## config.mk

```make
export PLATFORM = sky130hd
export DESIGN_NAME = dijkstra_query_scheduler
export DESIGN_NICKNAME = d
export VERILOG_FILES = /design/src/rtl/dijkstra_query_scheduler.sv
export SDC_FILE = /design/constraint.sdc
export NUM_CORES = 1
export LEC_CHECK = 0
export BUFFER_PORTS_ARGS = -buffer_cell sky130_fd_sc_hd__clkbuf_2
export CORE_MARGIN = 2
export CORE_UTILIZATION = 55
export DETAILED_ROUTE_END_ITERATION = 7
export PLACE_DENSITY_LB_ADDON = 0.12
export SLEW_MARGIN = 30
export SYNTH_ARGS = -nofsm -noshare
export SYNTH_HDL_FRONTEND = slang
export SYNTH_SLANG_ARGS = --single-unit
```

## constraint.sdc

```tcl
create_clock -name clock -period 2.97 [get_ports clock]
set_input_delay 0.1485 -clock clock [delete_from_list [all_inputs] [get_ports clock]]
set_output_delay 0.1485 -clock clock [all_outputs]
set_load 0.03 [all_outputs]
```

## src/rtl/dijkstra_query_scheduler.sv

```systemverilog
// Query FIFO plus launch/path-walk sequencer in front of the DijkstraTop core.
// Optional DIJKSTRA_SCHED_CYCLE_COUNT_EN adds the p_cycles launch-to-ready counter.
`ifndef DEFAULT_MAX_NODES
`define DEFAULT_MAX_NODES 8
`endif
`ifndef DEFAULT_INDEX_WIDTH
`define DEFAULT_INDEX_WIDTH 4
`endif
`ifndef DEFAULT_MADDR_WIDTH
`define DEFAULT_MADDR_WIDTH 16
`endif
`ifndef NO_PREVIOUS_NODE
`define NO_PREVIOUS_NODE 15
`endif

module dijkstra_query_scheduler #(
  parameter int unsigned MAX_NODES   = `DEFAULT_MAX_NODES,
  parameter int unsigned INDEX_WIDTH = `DEFAULT_INDEX_WIDTH,
  parameter int unsigned MADDR_WIDTH = `DEFAULT_MADDR_WIDTH,
  parameter int unsigned QUEUE_DEPTH = 4
) (
  input  logic                   clock,
  input  logic                   reset,
  input  logic [INDEX_WIDTH-1:0] number_of_nodes,
  input  logic [MADDR_WIDTH-1:0] base_address,
  input  logic                   q_valid,
  output logic                   q_ready,
  input  logic [INDEX_WIDTH-1:0] q_source,
  input  logic [INDEX_WIDTH-1:0] q_destination,
  output logic                   core_reset,
  output logic                   core_enable,
  output logic [INDEX_WIDTH-1:0] core_source,
  output logic [INDEX_WIDTH-1:0] core_destination,
  output logic [INDEX_WIDTH-1:0] core_number_of_nodes,
  output logic [MADDR_WIDTH-1:0] core_base_address,
  input  logic                   core_ready,
  output logic [INDEX_WIDTH-1:0] core_prev_index,
  input  logic [INDEX_WIDTH-1:0] core_prev_data,
  output logic                   p_valid,
  input  logic                   p_ready,
  output logic [INDEX_WIDTH-1:0] p_node,
  output logic                   p_last,
  output logic [1:0]             p_status,
  output logic                   busy
`ifdef DIJKSTRA_SCHED_CYCLE_COUNT_EN
  ,
  output logic [31:0]            p_cycles
`endif
);

  localparam int unsigned PTR_W = $clog2(QUEUE_DEPTH);
  localparam int unsigned CNT_W = PTR_W + 1;
  localparam int unsigned HOP_W = INDEX_WIDTH + 1;
  localparam logic [INDEX_WIDTH-1:0] NO_PREV = INDEX_WIDTH'(`NO_PREVIOUS_NODE);

  if (QUEUE_DEPTH < 2 || (QUEUE_DEPTH & (QUEUE_DEPTH - 1)) != 0) begin : g_bad_depth
    $error("QUEUE_DEPTH must be a power of two >= 2");
  end
  if (MAX_NODES > (1 << INDEX_WIDTH)) begin : g_bad_nodes
    $error("MAX_NODES does not fit in INDEX_WIDTH");
  end

  typedef enum logic [2:0] {S_IDLE, S_CHECK, S_LAUNCH, S_RUN, S_EMIT, S_SINGLE} state_t;

  state_t                 state;
  logic [INDEX_WIDTH-1:0] fifo_src [QUEUE_DEPTH];
  logic [INDEX_WIDTH-1:0] fifo_dst [QUEUE_DEPTH];
  logic [PTR_W-1:0]       wr_ptr, rd_ptr;
  logic [CNT_W-1:0]       count, count_next;
  logic [INDEX_WIDTH-1:0] cur;
  logic [HOP_W-1:0]       hops;
  logic                   launch_cnt;
  logic [1:0]             single_status;
  logic                   push, pop, beat_done;

  assign push            = q_valid && q_ready;
  assign pop             = (state == S_IDLE) && (count != '0);
  assign count_next      = count + CNT_W'(push) - CNT_W'(pop);
  assign beat_done       = p_valid && p_ready;
  assign p_node          = cur;
  assign core_prev_index = cur;

  // Query storage needs no reset: occupancy is tracked by the pointers.
  always_ff @(posedge clock) begin
    if (push) begin
      fifo_src[wr_ptr] <= q_source;
      fifo_dst[wr_ptr] <= q_destination;
    end
  end

  // Terminal-beat decode must see prev_vector[cur] in the same cycle it is read.
  always_comb begin
    p_last   = 1'b0;
    p_status = 2'd0;
    if (state == S_SINGLE) begin
      p_last   = 1'b1;
      p_status = single_status;
    end else if (state == S_EMIT) begin
      if (cur == core_source) begin
        p_last = 1'b1;
      end else if (core_prev_data == NO_PREV) begin
        p_last   = 1'b1;
        p_status = 2'd1;
      end else if (hops == {1'b0, core_number_of_nodes}) begin
        p_last   = 1'b1;
        p_status = 2'd2;
      end
    end
  end

  always_ff @(posedge clock or negedge reset) begin
    if (!reset) begin
      state                <= S_IDLE;
      wr_ptr               <= '0;
      rd_ptr               <= '0;
      count                <= '0;
      q_ready              <= 1'b1;
      core_reset           <= 1'b1;
      core_enable          <= 1'b0;
      core_source          <= '0;
      core_destination     <= '0;
      core_number_of_nodes <= '0;
      core_base_address    <= '0;
      cur                  <= '0;
      hops                 <= '0;
      launch_cnt           <= 1'b0;
      single_status        <= 2'd0;
      p_valid              <= 1'b0;
      busy                 <= 1'b0;
    end else begin
      count   <= count_next;
      q_ready <= (count_next != CNT_W'(QUEUE_DEPTH));
      if (push) wr_ptr <= wr_ptr + PTR_W'(1);
      if (pop)  rd_ptr <= rd_ptr + PTR_W'(1);

      case (state)
        S_IDLE: begin
          core_reset  <= 1'b1;
          core_enable <= 1'b0;
          if (pop) begin
            core_source          <= fifo_src[rd_ptr];
            core_destination     <= fifo_dst[rd_ptr];
            core_number_of_nodes <= number_of_nodes;
            core_base_address    <= base_address;
            busy                 <= 1'b1;
            state                <= S_CHECK;
          end
        end
        S_CHECK: begin
          cur  <= core_destination;
          hops <= '0;
          if (core_source >= core_number_of_nodes ||
              core_destination >= core_number_of_nodes) begin
            single_status <= 2'd3;
            p_valid       <= 1'b1;
            state         <= S_SINGLE;
          end else if (core_source == core_destination) begin
            single_status <= 2'd0;
            p_valid       <= 1'b1;
            state         <= S_SINGLE;
          end else begin
            core_reset <= 1'b0;
            launch_cnt <= 1'b0;
            state      <= S_LAUNCH;
          end
        end
        // Two released-reset cycles walk the core through RESET_STATE and READY_STATE.
        S_LAUNCH: begin
          if (launch_cnt) begin
            core_enable <= 1'b1;
            state       <= S_RUN;
          end else begin
            launch_cnt <= 1'b1;
          end
        end
        S_RUN: begin
          if (core_ready) begin
            core_enable <= 1'b0;
            cur         <= core_destination;
            hops        <= '0;
            p_valid     <= 1'b1;
            state       <= S_EMIT;
          end
        end
        S_EMIT: begin
          if (beat_done) begin
            if (p_last) begin
              p_valid    <= 1'b0;
              busy       <= 1'b0;
              core_reset <= 1'b1;
              state      <= S_IDLE;
            end else begin
              cur  <= core_prev_data;
              hops <= hops + HOP_W'(1);
            end
          end
        end
        S_SINGLE: begin
          if (beat_done) begin
            p_valid <= 1'b0;
            busy    <= 1'b0;
            state   <= S_IDLE;
          end
        end
        default: state <= S_IDLE;
      endcase
    end
  end

`ifdef DIJKSTRA_SCHED_CYCLE_COUNT_EN
  // Cleared in CHECK so rejected and trivial queries report zero.
  always_ff @(posedge clock or negedge reset) begin
    if (!reset) begin
      p_cycles <= '0;
    end else if (state == S_CHECK) begin
      p_cycles <= '0;
    end else if ((state == S_LAUNCH || state == S_RUN) && p_cycles != 32'hFFFF_FFFF) begin
      p_cycles <= p_cycles + 32'd1;
    end
  end
`endif

endmodule

```

==> impl_metrics.yaml, run 1 <==
status:
  status: "finished, final reports clean"
global_route:
  grt_max_degree: 44
  antenna_found_initial: 0
  grtUsageTotal: 0.205
  overflow: 0
  grt_first_pass_wirelength_um: 12200
  grt_pass1_vias: 2472
critical_path:
  reg2reg_depth: 5
  arrival_ns: 2.23
  critPathKind: "reg2out"
  worstReg2RegStart: "state[0]$_DFFE_PN0P_"
  required_ns: 2.82
  start_kind: "flop"
  end_kind: "output pin"
  worstPathMaxFanout: 15
  cp-startpoint: "state[0]$_DFFE_PN0P_"
cts:
  cts_buffer_depth: 2
  cts_made_buffers: 9
  path_clk_slew_ns: 0.09
  cts_max_level: 3
  cts.sink_count: 86
  root_buffer: "clkbuf_8"
  clk_latency_ns: 0.35
  cts_tree: "done"
cells_and_area:
  final_cell_mix: "clkbuf_2, dfrtp_1, edfxtp_1"
  nets: 431
  mostFrequentLayoutCell: "clkbuf_2"
  synthToLayoutAreaGrowth_pct: 18.4
  postLayoutCoreUtil: 0.662
  regArea_sq_mm: 0.00231
  drive_above_1_share: 0.389
  finalInstanceArea_sq_mm: 0.00472
  n_fill_cell: 577
  multi_input_area_sq_mm: 0.00155
  antennaDiodeCount: 0
pwr:
  intPower_mw: 3.36
  ir_drop_mv: 0.557
  seqPwrFrac: 0.360
  power_mw: 5.87
  netSwitchingFraction: 0.427
  power_leakage_nw: 2.07
  pwr-share-clk: 0.168
  comb_power_share: 0.472
  p_sw_mw: 2.51
  power.density_mw_per_mm2: 1240
floorplan:
  die_area_sq_mm: 0.00795
  chipWidth_um: 89.2
  num_rows: 31
  start_util: 0.559
  ios: 81
  die_y_um: 89.2
  core_area_sq_mm: 0.00714
sta:
  fin_crit_ns: 2.38
  slew_headroom: 0.477
  max_freq_mhz: 420
  setup_tns_ns: 0
  finClkSkew_ns: 0.0114
  finalHoldViolations: 0
  drv_slew: 0
  worstMarginPinSlew_ns: 0.785
  period_share: 0.801
  rsz0062_at_grt: "no"
  setup-violations-final: 0
routing:
  viasPerCell: 5.38
  route.antenna.remaining_nets: 0
  routed_wl_um: 7660
  route.detailed.drc: 0
  drt_iter0_drc: 63
  vias: 2593
  wl_per_cell_um: 15.9
  firstDrtPassIters: 4
yosys:
  yosys_most_used_dff: "dfrtp_1"
  synthArstFlopShare: 0.628
  ys_ff_latch: 86
  syn_inst: 296
  netlist_area_sq_mm: 0.00399
  syn_avg_cell_area_sq_um: 13.5
  yosysWarnings: 0
  synth_nets: 349
  yosysUniqueCellTypes: 49
  ys_seq_area_frac: 0.580
  synth_edf_count: 32
min_path:
  whs_path_depth: 3
  hold_start: "number_of_nodes[3]"
  hp-class: "in2reg"
placement:
  place_congestion: 0.837
  place_area_sq_mm: 0.00445
  hpwl_um: 5520
  io_buffers: 80
flow_run:
  drv_cap: 0
[final timing paths]
kind	end	slack, ns
worst max register to register	core_prev_index[3]$_DFFE_PN0P_	0.70
max in group asynchronous	core_base_address[13]$_DFFE_PN0P_	1.98
worst min register to register	core_base_address[14]$_DFFE_PN0P_	0.51
worst min-delay path	core_number_of_nodes[3]$_DFFE_PN0P_	0.01
worst max-delay path	p_last	0.59
min in group asynchronous	core_prev_index[1]$_DFFE_PN0P_	0.37
[power groups by stage]
stage	combinational, mW	clock (mW)	sequential (mW)
2_1_floorplan	1.76	0	2.47
3_3_place_gp	2.73	0	2.12
3_5_place_dp	2.78	0	2.14
4_1_cts	2.80	1.01	2.12
5_1_grt	3.06	1.06	2.18
6_report	2.77	0.987	2.11
[cells by family after synthesis]
logic type / synth area share
buffers and inverters: 0.0329
AND/OR/NAND/NOR: 0.0885
AO/OA/AOI/OAI: 0.0737
multiplexers: 0.135
adder cells (fa/ha/maj): 0.0521
flip-flops: 0.580
XOR/XNOR: 0.0373
[through the flow]
stage          worst slack [ns]  std cells  hold slack, ns
5_1_grt                   0.382        482         0.00692
4_1_cts                   0.593        482        0.000608
2_1_floorplan             0.622        296          -0.147
6_report                  0.590        482          0.0118
3_5_place_dp              0.747        463           0.227
3_3_place_gp              0.778        463           0.358
[what timing repair did]
action,4_1_cts,5_1_grt
resized for setup,0,0
buffers inserted,0,0
hold buffers,3,0
hold endpoints to repair,45,0
[state kept, by name, summed over array words and instances, names as in the netlist]
| name | count |
|---|---|
| count | 3 |
| state | 3 |
| core_enable | 1 |
| p_valid | 1 |
| core_base_address | 16 |
| core_number_of_nodes | 4 |
| hops | 5 |
| launch_cnt | 1 |
| core_reset | 1 |
| single_status | 1 |
| core_source | 4 |
| busy | 1 |
| fifo_dst | 16 |
| core_prev_index | 4 |
| fifo_src | 16 |
| wr_ptr | 2 |
| rd_ptr | 2 |
| q_ready | 1 |
| core_destination | 4 |
[layer usage]
layer,part of all wire,wire length [um],GRT usage,vias to the layer above
li1,-,-,-,1248
met1,0.45,3430,0.282,1277
met2,0.50,3790,0.323,55
met3,0.035,268,0.0332,13
met4,0.022,165,0.0950,0
met5,0,0,0,-
[final cells by class]
class / instances / area share
clock buffers: 9 / 0.0262
clock inverters: 7 / 0.0254
inverters: 13 / 0.0103
multi-input cells: 183 / 0.327
flip-flops and latches: 86 / 0.490
well taps: 99 / 0.0262
repair buffers: 85 / 0.0948
[critical path, stage by stage (launching register included)]
cell	delay (ns)
dfrtp_1	0.53
nor2_1	0.28
nand2_1	0.13
a2111oi_4	0.64
nor2_1	0.08
clkbuf_2	0.21
[synth_stat cells (all sizes together) (2+ instances only)]
library cell | number | area (sq um)
a2111oi | 2 | 42.5
xnor2 | 7 | 61.3
ha | 15 | 188
nor2b | 3 | 18.8
o21ai | 11 | 58.8
mux2 | 31 | 349
nand4 | 2 | 12.5
a32o | 3 | 30.0
a31oi | 2 | 12.5
dfstp | 2 | 52.6
mux4 | 8 | 180
edfxtp | 32 | 961
and3 | 5 | 32.5
buf | 12 | 75.1
nor3 | 6 | 30.0
clkbuf | 2 | 7.51
o32ai | 2 | 17.5
xor2 | 10 | 87.6
nor2 | 13 | 48.8
nand2b | 3 | 18.8
a21oi | 11 | 55.1
a211oi | 2 | 15.0
nand2 | 25 | 93.8
inv | 13 | 48.8
nand3 | 3 | 15.0
o22ai | 2 | 12.5
and4b | 2 | 22.5
dfrtp | 52 | 1300
Power figures use the tool's default switching activity.
==> run 2: changes to the inputs <==
==> constraint.sdc (replaced) <==
create_clock -name clock -period 2.3 [get_ports clock]
set_input_delay 0.115 -clock clock [delete_from_list [all_inputs] [get_ports clock]]
set_output_delay 0.115 -clock clock [all_outputs]
set_load 0.03 [all_outputs]
==> impl_metrics.yaml, run 2 (synthesized netlist as in run 1, its figures left out) <==
critical_path:
  worstPathCellList: "xor2_1 -> nor4_2 -> a2111oi_4 -> buf_4 -> a2111oi_2 -> mux2i_1"
  critPathKind: "reg2reg"
  arrival_ns: 2.46
  r2r_end: "state[0]$_DFFE_PN0P_"
  cp_top_family: "compound AO/OA/AOI/OAI gates"
  required_ns: 2.58
  slowest_stage: "nor4_2"
  cp-startpoint: "core_source[1]$_DFFE_PN0P_"
  critPathBufInv: 1
  worstReg2RegStart: "core_source[1]$_DFFE_PN0P_"
  worstPathMaxFanout: 6
  rrSetupSlack_ns: 0.12
  end_kind: "flop"
  start_kind: "flop"
  cp_slowest_stage_delay_ns: 0.47
  reg2reg_depth: 6
sta:
  fin_crit_ns: 2.18
  finalHoldViolations: 0
  finClkSkew_ns: 0.0150
  rsz0062_at_grt: "no"
  setup_tns_ns: 0
  slew_headroom: 0.539
  max_freq_mhz: 459
  final.setup.worst_slack_ns: 0.124
  period_share: 0.946
  worstMarginPinSlew_ns: 0.691
  setup-violations-final: 0
  drv_slew: 0
cts:
  cts_max_level: 3
  cts_tree: "done"
  cts_buffer_depth: 2
  cts.sink_count: 86
  clk_latency_ns: 0.36
  root_buffer: "clkbuf_8"
  cts_made_buffers: 9
  path_clk_slew_ns: 0.10
placement:
  pre_cts_ws_ns: 0.116
  dpl.cell_count: 472
  io_buffers: 80
  place_congestion: 0.861
  hpwl_um: 5610
global_route:
  overflow: 0
  grt_first_pass_wirelength_um: 12800
  antenna_found_initial: 0
  busiest_layer: "met2"
  grt_pass1_vias: 2677
  gr-usage-met2: 0.361
  grtUsageTotal: 0.218
  gr-usage-met3: 0.0360
  grt_max_degree: 55
  use_met1: 0.285
cells_and_area:
  final_cells: 519
  synthToLayoutAreaGrowth_pct: 25.8
  drive_above_1_share: 0.386
  largestRegisters: "core_base_address: 16 flops, fifo_dst: 16 flops, fifo_src: 16 flops"
  nets: 468
  postLayoutCoreUtil: 0.703
  antennaDiodeCount: 0
  final_cell_mix: "clkbuf_2, dfrtp_1, edfxtp_1"
  mostFrequentLayoutCell: "clkbuf_2"
routing:
  viasPerCell: 5.24
  vias: 2717
  routed_wl_um: 8220
  route.antenna.remaining_nets: 0
  wl_per_cell_um: 15.8
  route.detailed.drc: 0
  drt_iter0_drc: 138
  firstDrtPassIters: 4
floorplan:
  die_y_um: 89.2
  core_area_sq_mm: 0.00714
  chipWidth_um: 89.2
  die_area_sq_mm: 0.00795
  start_util: 0.559
  num_rows: 31
  ios: 81
pwr:
  ir_drop_mv: 0.562
  power_leakage_nw: 2.22
  power.density_mw_per_mm2: 1510
status:
  status: "finished, final reports clean"
min_path:
  hold_start: "number_of_nodes[2]"
  min_to: "core_number_of_nodes[2]$_DFFE_PN0P_"
  whs_path_depth: 3
  hp-class: "in2reg"
flow_run:
  drv_cap: 0
[run 2: metrics by stage]
step	instance area, sq um	power, mW	hold slack (ns)
final	5020	7.58	0.0259
after global routing	5020	8.12	0.0179
after CTS	5010	7.59	0.00670
after detailed placement	4520	6.47	0.288
after global placement	4520	6.36	0.292
after floorplan	3990	5.46	-0.181
[run 2: what timing repair did]
action                     4_1_cts  5_1_grt
hold endpoints to repair       103        0
resized for setup                0        1
hold buffers                    28        0
pin swaps                        1        0
setup endpoints to repair        1        1
setup buffers                    3        0
[run 2: power breakdown]
part,internal [mW],switching [mW],total [mW]
clock network,0.429,0.608,1.04
registers,2.17,0.498,2.67
logic,1.58,2.29,3.87
total,4.18,3.40,7.58
[run 2: metal layers]
layer	routed length (um)	up-vias
li1	-	1328
met1	3600	1318
met2	4160	60
met3	308	11
met4	154	0
met5	0	-
[run 2: how the worst max path moves through the flow]
stage / to / slack, ns / cells after the start
after floorplan: q_ready$_DFF_PN1_ / 0.05 / 10
after global placement: core_prev_index[0]$_DFFE_PN0P_ / 0.13 / 6
after detailed placement: core_prev_index[0]$_DFFE_PN0P_ / 0.12 / 6
after CTS: state[0]$_DFFE_PN0P_ / 0.11 / 6
after global routing: q_ready$_DFF_PN1_ / 0.001 / 8
final: state[0]$_DFFE_PN0P_ / 0.12 / 6
[run 2: final cells by class]
class	instances	area, sq um
Clock inverter	7	68.8
Inverter	13	48.8
Fill cell	553	2120
Multi-Input combinational cell	183	1550
Sequential cell	86	2310
Tap cell	99	124
Timing Repair Buffer	122	786
Clock buffer	9	124
[run 2: worst min-delay path, stage by stage]
cell	delay [ns]
clkbuf_2	0.08
nand2_1	0.07
o21ai_0	0.08
==> run 3: changes to the inputs <==
--- a/config.mk
+++ b/config.mk
@@ -7,7 +7,7 @@
 export LEC_CHECK = 0
 export BUFFER_PORTS_ARGS = -buffer_cell sky130_fd_sc_hd__clkbuf_2
 export CORE_MARGIN = 2
-export CORE_UTILIZATION = 55
+export CORE_UTILIZATION = 30
 export DETAILED_ROUTE_END_ITERATION = 7
 export PLACE_DENSITY_LB_ADDON = 0.12
 export SLEW_MARGIN = 30
==> impl_metrics.yaml, run 3 (synthesized netlist as in run 1, its figures left out) <==
critical_path:
  critPathKind: "reg2reg"
  required_ns: 2.57
  start_kind: "flop"
  cp_top_family: "adder cells"
  end_kind: "flop"
  critPathBufInv: 1
  worstPathMaxFanout: 7
  r2r_end: "q_ready$_DFF_PN1_"
  worstReg2RegStart: "state[0]$_DFFE_PN0P_"
  worstPathCellList: "nor3_1 -> nor2b_4 -> ha_1 -> inv_1 -> ha_1 -> fa_1 -> nor2_1 -> nand2_1"
  rrSetupSlack_ns: 0.20
  cp_slowest_stage_delay_ns: 0.45
  arrival_ns: 2.37
  reg2reg_depth: 8
  slowest_stage: "dfrtp_1"
  cpMostUsedCell: "ha_1"
routing:
  routed_wl_um: 8900
  route.antenna.remaining_nets: 0
  viasPerCell: 4.56
  wl_per_cell_um: 15.0
  route.detailed.drc: 0
  drt_iter0_drc: 153
  vias: 2702
  firstDrtPassIters: 5
floorplan:
  chipWidth_um: 119
  core_area_sq_mm: 0.0131
  ios: 81
  start_util: 0.304
  die_area_sq_mm: 0.0142
  die_y_um: 119
  num_rows: 42
cts:
  cts_buffer_depth: 2
  path_clk_slew_ns: 0.06
  root_buffer: "clkbuf_16"
  cts_made_buffers: 9
  cts_max_level: 3
  clk_latency_ns: 0.34
  cts.sink_count: 86
  cts_tree: "done"
cells_and_area:
  postLayoutCoreUtil: 0.394
  final_cell_mix: "clkbuf_2, dfrtp_1, edfxtp_1"
  mostFrequentLayoutCell: "clkbuf_2"
  largestRegisters: "core_base_address: 16 flops, fifo_dst: 16 flops, fifo_src: 16 flops"
  nets: 464
  synthToLayoutAreaGrowth_pct: 29.8
  finalInstanceArea_sq_mm: 0.00518
  drive_above_1_share: 0.394
  n_fill_cell: 1316
  antennaDiodeCount: 0
min_path:
  whs_path_depth: 2
  hold_start: "base_address[13]"
  hp-class: "in2reg"
  min_to: "core_base_address[13]$_DFFE_PN0P_"
pwr:
  ir_drop_mv: 0.378
  power_leakage_nw: 2.25
  power.density_mw_per_mm2: 1540
sta:
  period_share: 0.915
  finalHoldViolations: 0
  worstMarginPinSlew_ns: 0.710
  drv_slew: 0
  max_freq_mhz: 475
  slew_headroom: 0.526
  finClkSkew_ns: 0.0102
  fin_crit_ns: 2.10
  rsz0062_at_grt: "no"
  setup-violations-final: 0
  setup_tns_ns: 0
  final.setup.worst_slack_ns: 0.196
global_route:
  antenna_found_initial: 0
  overflow: 0
  grt_first_pass_wirelength_um: 14600
  grt_pass1_vias: 2720
  grtUsageTotal: 0.135
  grt_max_degree: 37
placement:
  pre_cts_ws_ns: 0.0917
  io_buffers: 80
  hpwl_um: 6500
  place_area_sq_mm: 0.00465
  place_congestion: 0.764
flow_run:
  drv_cap: 0
status:
  status: "finished, final reports clean"
-- run 3: cell types whose count changed in the layout (fill, tap and decap cells not counted) --
| cell | previous run | this run |
|---|---|---|
| nor4_2 | 1 | 0 |
| clkinvlp_4 | 0 | 1 |
| buf_12 | 0 | 1 |
| clkbuf_8 | 9 | 0 |
| clkbuf_1 | 0 | 1 |
| inv_6 | 3 | 4 |
| nor2b_2 | 1 | 0 |
| nor4_4 | 0 | 1 |
| dlygate4sd3_1 | 28 | 21 |
| clkbuf_16 | 0 | 9 |
| inv_8 | 3 | 0 |
| buf_4 | 14 | 16 |
| nor2b_4 | 0 | 1 |
-- run 3: what timing repair did --
item	4_1_cts	5_1_grt
hold endpoints to repair	64	0
buffers inserted	0	3
setup endpoints to repair	0	5
hold buffers	21	0
resized for setup	0	2
-- run 3: where the power goes --
part / internal, mW / switching [mW] / total (mW)
combinational: 1.63 / 2.37 / 4.00
sequential: 2.18 / 0.437 / 2.62
clock: 0.749 / 0.628 / 1.38
-- run 3: per-stage QoR --
step,hold slack (ns),instances,power (mW)
after CTS,0.000544,589,8.04
after floorplan,-0.181,296,5.46
after global routing,0.00465,592,8.61
after detailed placement,0.207,552,6.60
final,0.0123,592,7.99
after global placement,0.213,552,6.57
-- run 3: worst max path at each step --
stage,from,endpoint,cells after the start
6_report,state[0]$_DFFE_PN0P_,q_ready$_DFF_PN1_,8
5_1_grt,state[0]$_DFFE_PN0P_,q_ready$_DFF_PN1_,8
4_1_cts,core_number_of_nodes[0]$_DFFE_PN0P_,p_last,5
3_5_place_dp,core_source[0]$_DFFE_PN0P_,core_prev_index[3]$_DFFE_PN0P_,5
3_3_place_gp,core_source[0]$_DFFE_PN0P_,core_prev_index[1]$_DFFE_PN0P_,5
2_1_floorplan,state[0]$_DFFE_PN0P_,q_ready$_DFF_PN1_,10
-- run 3: area by class of cell --
| class | instances | area (sq um) | area share |
|---|---|---|---|
| sequential | 86 | 2310 | 0.447 |
| clock buffer | 10 | 229 | 0.0442 |
| clock inverter | 6 | 51.3 | 0.00991 |
| multi-input combinational | 183 | 1560 | 0.302 |
| timing repair buffer | 118 | 751 | 0.145 |
| inverter | 13 | 48.8 | 0.00942 |
| tap | 176 | 220 | 0.0425 |
-- run 3: worst reg2reg max path, stage by stage (launching register included) --
cell and delay [ns]:
dfrtp_1 0.45, nor3_1 0.33, nor2b_4 0.22, ha_1 0.23, inv_1 0.06, ha_1 0.15, fa_1 0.43, nor2_1 0.12
nand2_1 0.06
-- run 3: routing by layer --
layer	vias to the layer above	routed length, um	track usage
li1	1313	-	-
met1	1322	4140	0.180
met2	56	4230	0.207
met3	11	361	0.0374
met4	0	162	0.0551
met5	-	0	0
